[src/rtl/ccr_pkg.sv]
// ccr_pkg: flag indices, branch condition encodings and flag vector type for the condition-code unit
package ccr_pkg;
  localparam logic [1:0] FLAG_Z = 2'd0;
  localparam logic [1:0] FLAG_C = 2'd1;
  localparam logic [1:0] FLAG_N = 2'd2;
  localparam logic [1:0] COND_JZ  = 2'b00;
  localparam logic [1:0] COND_JN  = 2'b01;
  localparam logic [1:0] COND_JC  = 2'b10;
  localparam logic [1:0] COND_JMP = 2'b11;
  typedef logic [2:0] flags_t;
endpackage

[src/rtl/ccr_save_stack.sv]
// ccr_save_stack: LIFO of saved flag frames; push+pop together replaces the top entry
module ccr_save_stack #(
  parameter int SAVE_DEPTH = 2,
  parameter int W = 3
) (
  input  logic         clk,
  input  logic         rst_n,
  input  logic         push_i,
  input  logic         pop_i,
  input  logic [W-1:0] din_i,
  output logic [W-1:0] top_o,
  output logic         full_o,
  output logic         empty_o,
  output logic         err_o
);
  localparam int CW = $clog2(SAVE_DEPTH + 1);
  logic [W-1:0] mem_q [SAVE_DEPTH];
  logic [CW-1:0] cnt_q, cnt_d;
  logic full_q, empty_q, do_push, do_pop;
  // A pop frees a slot, so a push alongside a successful pop never overflows
  assign do_pop  = pop_i & ~empty_q;
  assign do_push = push_i & (~full_q | do_pop);
  assign err_o   = (pop_i & empty_q) | (push_i & full_q & ~do_pop);
  assign cnt_d   = cnt_q + CW'(do_push) - CW'(do_pop);
  assign top_o   = mem_q[0];
  assign full_o  = full_q;
  assign empty_o = empty_q;
  // Entry 0 is always the top; pushes shift down, pops shift up
  always_ff @(posedge clk or negedge rst_n) begin
    if (!rst_n) begin
      for (int i = 0; i < SAVE_DEPTH; i++) mem_q[i] <= '0;
      cnt_q   <= '0;
      full_q  <= 1'b0;
      empty_q <= 1'b1;
    end else begin
      if (do_push && do_pop) begin
        mem_q[0] <= din_i;
      end else if (do_push) begin
        for (int i = 1; i < SAVE_DEPTH; i++) mem_q[i] <= mem_q[i-1];
        mem_q[0] <= din_i;
      end else if (do_pop) begin
        for (int i = 0; i < SAVE_DEPTH - 1; i++) mem_q[i] <= mem_q[i+1];
        mem_q[SAVE_DEPTH-1] <= '0;
      end
      cnt_q   <= cnt_d;
      full_q  <= (cnt_d == CW'(SAVE_DEPTH));
      empty_q <= (cnt_d == '0);
    end
  end
endmodule

[src/rtl/ccr_flag_unit.sv]
// ccr_flag_unit: condition-code register with branch resolution and interrupt flag save/restore (macro CCR_BYPASS_EN forwards live ALU flags into branch decisions)
module ccr_flag_unit
  import ccr_pkg::*;
#(
  parameter int SAVE_DEPTH = 2,
  parameter int FLAG_W = 3
) (
  input  logic              clk,
  input  logic              rst_n,
  input  logic              alu_zero,
  input  logic              alu_carry,
  input  logic              alu_neg,
  input  logic [FLAG_W-1:0] alu_flag_we,
  input  logic              setc,
  input  logic              clrc,
  input  logic              br_valid,
  input  logic [1:0]        br_cond,
  input  logic              int_save,
  input  logic              rti_restore,
  output logic [FLAG_W-1:0] flags,
  output logic              br_taken,
  output logic              stack_empty,
  output logic              stack_full,
  output logic              save_err
);
  flags_t flags_q, flags_d, alu_v, top;
  logic [1:0] idx;
  logic tested, stk_err, save_err_q;
  assign alu_v = {alu_neg, alu_carry, alu_zero};
  assign idx = (br_cond == COND_JZ) ? FLAG_Z : (br_cond == COND_JN) ? FLAG_N : FLAG_C;
`ifdef CCR_BYPASS_EN
  assign tested = alu_flag_we[idx] ? alu_v[idx] : flags_q[idx];
`else
  assign tested = flags_q[idx];
`endif
  assign br_taken = br_valid & ((br_cond == COND_JMP) | tested);
  assign flags    = flags_q;
  assign save_err = save_err_q;
  ccr_save_stack #(.SAVE_DEPTH(SAVE_DEPTH), .W(3)) u_stack (
    .clk     (clk),
    .rst_n   (rst_n),
    .push_i  (int_save),
    .pop_i   (rti_restore),
    .din_i   (flags_q),
    .top_o   (top),
    .full_o  (stack_full),
    .empty_o (stack_empty),
    .err_o   (stk_err)
  );
  // Later updates override earlier ones: branch clear, ALU write, setc/clrc, then restore
  always_comb begin
    flags_d = flags_q;
    if (br_taken && br_cond != COND_JMP) flags_d[idx] = 1'b0;
    flags_d = (flags_d & ~alu_flag_we) | (alu_v & alu_flag_we);
    if (setc ^ clrc) flags_d[FLAG_C] = setc;
    if (rti_restore && !stack_empty) flags_d = top;
  end
  // Flag register and sticky save/restore error
  always_ff @(posedge clk or negedge rst_n) begin
    if (!rst_n) begin
      flags_q    <= '0;
      save_err_q <= 1'b0;
    end else begin
      flags_q    <= flags_d;
      save_err_q <= save_err_q | stk_err;
    end
  end
endmodule

[config.mk]
export PLATFORM = sky130hd
export DESIGN_NAME = ccr_flag_unit
export DESIGN_NICKNAME = d
export VERILOG_FILES = /design/src/rtl/ccr_pkg.sv /design/src/rtl/ccr_save_stack.sv /design/src/rtl/ccr_flag_unit.sv
export SDC_FILE = /design/constraint.sdc
export NUM_CORES = 1
export LEC_CHECK = 0
export ABC_AREA = 0
export CAP_MARGIN = 20
export CORE_AREA = 3 3 49 51
export DETAILED_ROUTE_END_ITERATION = 8
export DIE_AREA = 0 0 52 54
export GPL_TIMING_DRIVEN = 0
export PLACE_DENSITY_LB_ADDON = 0.3
export SYNTH_ARGS = -nofsm -noshare
export SYNTH_HDL_FRONTEND = slang
export SYNTH_HIERARCHICAL = 1
export SYNTH_SLANG_ARGS = --single-unit
[constraint.sdc]
create_clock -name clk -period 2.4 [get_ports clk]
set_clock_uncertainty 0.1 [all_clocks]
set_input_delay 0.6 -clock clk [delete_from_list [all_inputs] [get_ports clk]]
set_output_delay 0.6 -clock clk [all_outputs]
set_load 0.005 [all_outputs]
==> flow_metrics.env, run 1 <==
export IMPL_status="complete, no violations"
export IMPL_r2r_end="u_stack/full_o$_DFF_PN0_"
export IMPL_period_needed_ns=2.35
export IMPL_hpwl_um=1350
export IMPL_maxSlewViolCount=0
export IMPL_dr_first_iter_drc_count=6
export IMPL_ctsHoldBuffers=0
export IMPL_numCtsBuffers=3
export IMPL_finalSetupTns_ns=0
export IMPL_antenna_found_initial=0
export IMPL_io_pins=22
export IMPL_cp_start_kind="input pin"
export IMPL_timing_hold_ws_ns=0.372
export IMPL_synth_cells=84
export IMPL_hold_violations=0
export IMPL_fillCellCount=179
export IMPL_die_y_um=54
export IMPL_hold_path_endpoint="save_err$_DFF_PN0_"
export IMPL_gp_congestion=0.726
export IMPL_drc=0
export IMPL_maxCapViolCount=0
export IMPL_worstHoldStart="save_err$_DFF_PN0_"
export IMPL_cts_buffer_depth=2
export IMPL_drive_above_1_share_pct=15.5
export IMPL_cp_end_kind="primary output"
export IMPL_num_nets_final=130
export IMPL_p_per_area_nw_per_um2=958
export IMPL_hold_class="flop to flop"
export IMPL_area_growth_pct=34.9
export IMPL_dp_slack_ns=-0.483
export IMPL_n_antenna_cell=0
export IMPL_yosys_warnings=6
export IMPL_rsz0062_at_grt="no"
export IMPL_start_util_pct=40.7
export IMPL_grt_pass1_wl_um=2810
export IMPL_postPlaceCellArea_um2=1050
export IMPL_path_clk_slew_ns=0.08
export IMPL_num_rows=16
export IMPL_grt_max_degree=15
export IMPL_multi_input_area_um2=392
export IMPL_worst_slack_ns=0.0538
export IMPL_port_buffers=21
export IMPL_track_usage_pct=13.7
export IMPL_cts_sinks=14
export IMPL_leakage_nw=0.483
export IMPL_cp_max_fo=4
export IMPL_design_area_um2=1090
export IMPL_synth_seq_area_share_pct=43.6
export IMPL_seq_area_um2=352
export IMPL_first_pass_iters=4
export IMPL_reg2reg_from="u_stack/empty_o$_DFF_PN1_"
export IMPL_synth_area_um2=807
export IMPL_synth_seq_cells=14
export IMPL_h_tree_depth=1
export IMPL_reg2reg_slack_ns=0.42
export IMPL_fp_dieW_um=52
export IMPL_grt_ovfl_total=0
export IMPL_syn_area_per_cell_um2=9.61
export IMPL_routed_wl_um=1670
export IMPL_finalCritPeriodShare_pct=97.8
export IMPL_grt_pass1_vias=668
export IMPL_yosysUniqueCellTypes=31
export IMPL_relSlewSlack_pct=57.1
export IMPL_viasPerCell=4.87
export IMPL_r2r_cells=7
export IMPL_route_vias_total=667
export IMPL_critPathKind="input pin to primary output"
export IMPL_fin_util_pct=54.9
export IMPL_setup_viol=0
export IMPL_core_area_um2=1980
export IMPL_synthesis_nets=103
export IMPL_max_freq_mhz=426
export IMPL_max_vdd_ir_drop_v=0.000596
export IMPL_whs_path_depth=1
export IMPL_antenna_left=0
export IMPL_worst_slew_pin_slew_ns=0.642
export IMPL_cts_tree="built"
export IMPL_die_area_um2=2810
export IMPL_crit_required_ns=1.70
export IMPL_clk_latency_ns=0.28
export IMPL_clock_root_buffer="clkbuf_4"
export IMPL_wl_per_cell_um=12.2
export IMPL_crit_arrival_ns=1.65
## metrics by stage
stage | total power [mW] | std cells
2_1_floorplan | 0.701 | 84
3_3_place_gp | 0.853 | 132
3_5_place_dp | 0.876 | 132
4_1_cts | 1.02 | 136
5_1_grt | 1.14 | 137
6_report | 1.04 | 137
## per-layer routing
metal	share of wire (%)	GRT usage [%]	routed length, um
met1	43	15.7	718
met2	50	24.9	842
met3	5.1	1.94	85
met4	1.4	6.55	24
met5	0	0	0
## power breakdown
part           leakage [nW]  internal [mW]  switching [mW]  total (mW)
clock                0.0150         0.0646          0.0797       0.144
combinational         0.296          0.279           0.213       0.492
sequential            0.172          0.335          0.0710       0.406
total                 0.483          0.679           0.364        1.04
## final cells by class
class / count / area share, %
plain buffers: 3 / 2.07
repair buffers: 22 / 20.1
inverters: 11 / 4.02
well taps: 27 / 3.10
multi-input cells: 56 / 36.0
flip-flops and latches: 14 / 32.3
clock buffers: 4 / 2.41
## cell usage after synthesis (all sizes together)
library cell	instances	area share, %
a211oi	2	1.9
buf	3	2.8
o21ai	2	1.2
or2	2	1.6
and4b	1	1.2
nor3	1	0.62
nand2	12	5.6
ha	4	6.2
and2b	1	0.93
a21o	1	0.93
o21a	1	0.93
dfrtp	13	40
nor2b	2	1.6
o22ai	4	3.1
o211ai	3	2.8
dfstp	1	3.3
a21oi	5	3.1
a21boi	1	1.4
inv	11	5.4
a2bb2oi	1	1.9
nor2	3	1.4
nand2b	3	3.3
xnor2	2	2.2
o2111ai	3	3.3
mux2	1	1.9
o221a	1	1.4
## worst max-delay path by stage
stage,slack (ns),cells past startpoint,startpoint,end
floorplan,0.52,7,rti_restore,u_stack/full_o$_DFF_PN0_
global placement,-0.45,4,br_cond[0],br_taken
detailed placement,-0.48,4,br_cond[0],br_taken
CTS,0.05,4,br_cond[0],br_taken
global route,0.03,4,br_cond[0],br_taken
finish,0.05,4,br_cond[0],br_taken
## kinds of logic after synthesis
logic type / count (synthesis) / share of synthesized area, %
xor gates and xnor gates: 2 / 2.17
and+or+nand+nor: 25 / 16.1
AOI/OAI and AO/OA: 24 / 21.9
adders and majority gates: 4 / 6.20
buffers and inverters: 14 / 8.22
DFF: 14 / 43.6
muxes: 1 / 1.86
## worst max-delay path, cell delays in order
cell and delay (ns):
clkdlybuf4s15_2 0.22, mux2_4 0.32, o221a_1 0.24, dlygate4sd2_1 0.26
## layout by cell type (no fill, tap or decap), drive strengths merged, types with 2 or more instances in the layout
cell type and instances:
a21oi 5, clkdlybuf4s50 17, o211ai 3, nand2 12
xnor2 2, or2 2, dlygate4sd2 2, o21ai 2
o22ai 4, ha 4, nand2b 3, nor2b 2
inv 11, nor2 3, clkbuf 4, o2111ai 3
buf 4, a211oi 2, dfrtp 13
## timing repair
| item | 4_1_cts | 5_1_grt |
|---|---|---|
| buffers inserted | 0 | 1 |
| pin swaps | 0 | 1 |
| endpoints found under the setup margin | 1 | 1 |
| resized for setup | 5 | 2 |
| hold endpoints to repair | 0 | 0 |
Power figures use the tool's default switching activity.
==> run 2: changes to the inputs <==
==> constraint.sdc (replaced) <==
create_clock -name clk -period 2.7 [get_ports clk]
set_clock_uncertainty 0.1 [all_clocks]
set_input_delay 0.675 -clock clk [delete_from_list [all_inputs] [get_ports clk]]
set_output_delay 0.675 -clock clk [all_outputs]
set_load 0.005 [all_outputs]
==> run 2 against run 1 <==
Effect of this change: register-to-register slack gained 0.29 ns; first-iteration DRC count decreased by 50%; core utilization shrank 0.44 points; sequential share of layout area rose by 0.26 points; cell count shrank 0.73%; clock-buffer cell count unchanged; hold slack worse by 0.0017 ns; power down 14%.
==> flow_metrics.env, run 2 (synthesis results as in run 1) <==
export IMPL_dp_cells=132
export IMPL_cts_sinks=14
export IMPL_core_area_um2=1980
export IMPL_area_growth_pct=33.8
export IMPL_power_total_mw=0.893
export IMPL_start_util_pct=40.7
export IMPL_design_area_um2=1080
export IMPL_status="complete, no violations"
export IMPL_period_needed_ns=2.42
export IMPL_postPlaceCellArea_um2=1050
export IMPL_hold_class="flop to flop"
export IMPL_wl_per_cell_um=12.4
export IMPL_grt_max_degree=15
export IMPL_reg2reg_slack_ns=0.71
export IMPL_critPathKind="input pin to flop"
export IMPL_whs_path_depth=1
export IMPL_cp_max_fo=4
export IMPL_fp_dieW_um=52
export IMPL_port_buffers=21
export IMPL_routed_wl_um=1680
export IMPL_internal_power_mw=0.579
export IMPL_fin_util_pct=54.5
export IMPL_antenna_left=0
export IMPL_mostFrequentLayoutCells="clkdlybuf4s50_1, dfrtp_1, nand2_1"
export IMPL_maxSlewViolCount=0
export IMPL_die_y_um=54
export IMPL_timing_hold_ws_ns=0.371
export IMPL_crit_arrival_ns=2.52
export IMPL_numCtsBuffers=3
export IMPL_n_antenna_cell=0
export IMPL_power_frac_comb_pct=45.6
export IMPL_track_usage_pct=13.7
export IMPL_grt_pass1_wl_um=2810
export IMPL_cts_buffer_depth=2
export IMPL_clock_root_buffer="clkbuf_4"
export IMPL_reg2reg_from="u_stack/empty_o$_DFF_PN1_"
export IMPL_grt_pass1_vias=668
export IMPL_worstHoldStart="save_err$_DFF_PN0_"
export IMPL_worst_slew_pin_slew_ns=0.657
export IMPL_drive_above_1_share_pct=13.8
export IMPL_final_common_cell="clkdlybuf4s50_1"
export IMPL_rsz0062_at_grt="no"
export IMPL_dr_first_iter_drc_count=3
export IMPL_path_clk_slew_ns=0.09
export IMPL_crit_required_ns=2.81
export IMPL_r2r_cells=7
export IMPL_num_rows=16
export IMPL_clk_latency_ns=0.28
export IMPL_h_tree_depth=1
export IMPL_drc=0
export IMPL_max_freq_mhz=414
export IMPL_die_area_um2=2810
export IMPL_route_vias_total=674
export IMPL_maxCapViolCount=0
export IMPL_antenna_found_initial=0
export IMPL_layoutNonFillerInstCount=136
export IMPL_cts_tree="built"
export IMPL_gp_congestion=0.726
export IMPL_finalCritPeriodShare_pct=89.5
export IMPL_ctsHoldBuffers=0
export IMPL_p_per_area_nw_per_um2=827
export IMPL_clock_power_share_pct=14.0
export IMPL_leakage_nw=0.478
export IMPL_p_sw_mw=0.314
export IMPL_relSlewSlack_pct=56.1
export IMPL_hold_violations=0
export IMPL_viasPerCell=4.96
export IMPL_cp_end_kind="flop"
export IMPL_grt_ovfl_total=0
export IMPL_max_vdd_ir_drop_v=0.000529
export IMPL_cts_setup_buffers=0
export IMPL_swShare_pct=35.1
export IMPL_seqPwrFrac_pct=40.5
export IMPL_hold_path_endpoint="save_err$_DFF_PN0_"
export IMPL_first_pass_iters=4
export IMPL_cp_start_kind="input pin"
export IMPL_num_nets_final=129
export IMPL_hpwl_um=1350
export IMPL_setup_viol=0
export IMPL_r2r_end="u_stack/full_o$_DFF_PN0_"
export IMPL_io_pins=22
[run 2: cell types whose count changed in the layout (fill, tap and decap cells not counted), sizes merged]
| cell | change |
|---|---|
| buf | -1 |
| dlygate4sd2 | -1 |
| clkdlybuf4s50 | +1 |
[run 2: final cells by class]
type	count	area, um^2
plain buffers	3	22.5
clock buffers	4	26.3
fillers	176	902
inverters	11	43.8
multi-input cells	56	389
flip-flops and latches	14	352
well taps	27	33.8
repair buffers	21	213
[run 2: timing repair]
item,CTS,global route
endpoints found under the setup margin,1,1
gates resized for setup,4,1
pin swaps,0,0
cloned,0,0
[run 2: worst max path at each step]
| stage | from | end | slack, ns | cells after the start |
|---|---|---|---|---|
| floorplan | br_cond[0] | br_taken | 0.71 | 2 |
| global placement | br_cond[0] | br_taken | -0.30 | 4 |
| detailed placement | br_cond[0] | br_taken | -0.33 | 4 |
| CTS | br_cond[0] | br_taken | 0.01 | 4 |
| global route | rti_restore | u_stack/full_o$_DFF_PN0_ | 0.10 | 8 |
| finish | rti_restore | u_stack/full_o$_DFF_PN0_ | 0.28 | 8 |
[run 2: per-stage QoR]
stage	TNS, ns	setup slack [ns]
finish	0	0.285
CTS	0	0.0141
detailed placement	-0.357	-0.333
floorplan	0	0.714
global placement	-0.304	-0.304
global route	0	0.105
[run 2: critical path, cell delays in order]
cell and delay, ns:
clkdlybuf4s50_1 0.57, nand2b_4 0.10, a21boi_2 0.17, ha_1 0.25, ha_1 0.19, xnor2_1 0.13, xnor2_1 0.23, nor2b_1 0.19
[run 2: power groups by stage]
stage	Combinational, mW	Sequential, mW	Clock (mW)
floorplan	0.270	0.353	0
global placement	0.396	0.361	0
detailed placement	0.413	0.366	0
CTS	0.413	0.362	0.132
global route	0.467	0.373	0.142
finish	0.407	0.361	0.125
[run 2: routing by layer]
| metal | vias up | global-route usage, % | routed length (um) |
|---|---|---|---|
| li1 | 343 | - | - |
| met1 | 314 | 15.7 | 726 |
| met2 | 17 | 24.9 | 876 |
| met3 | 0 | 1.94 | 81 |
| met4 | 0 | 6.55 | 0 |
| met5 | - | 0 | 0 |
==> run 3: changes to the inputs <==
--- a/config.mk
+++ b/config.mk
@@ -11,6 +11,7 @@
 export DETAILED_ROUTE_END_ITERATION = 8
 export DIE_AREA = 0 0 52 54
 export GPL_TIMING_DRIVEN = 0
+export MAX_ROUTING_LAYER = met4
 export PLACE_DENSITY_LB_ADDON = 0.3
 export SYNTH_ARGS = -nofsm -noshare
 export SYNTH_HDL_FRONTEND = slang
==> results of run 3 <==
No change in the layout: final DEF, timing and power equal those of run 2.
Among the figures that moved: final weighted congestion in routability-driven placement 0.726 -> 0.734; via count of the first global-routing pass 668 -> 671; overall routing resource usage 13.7% -> 14.0%; met1 usage 15.7% -> 15.4%; met2 usage 24.9% -> 25.1%
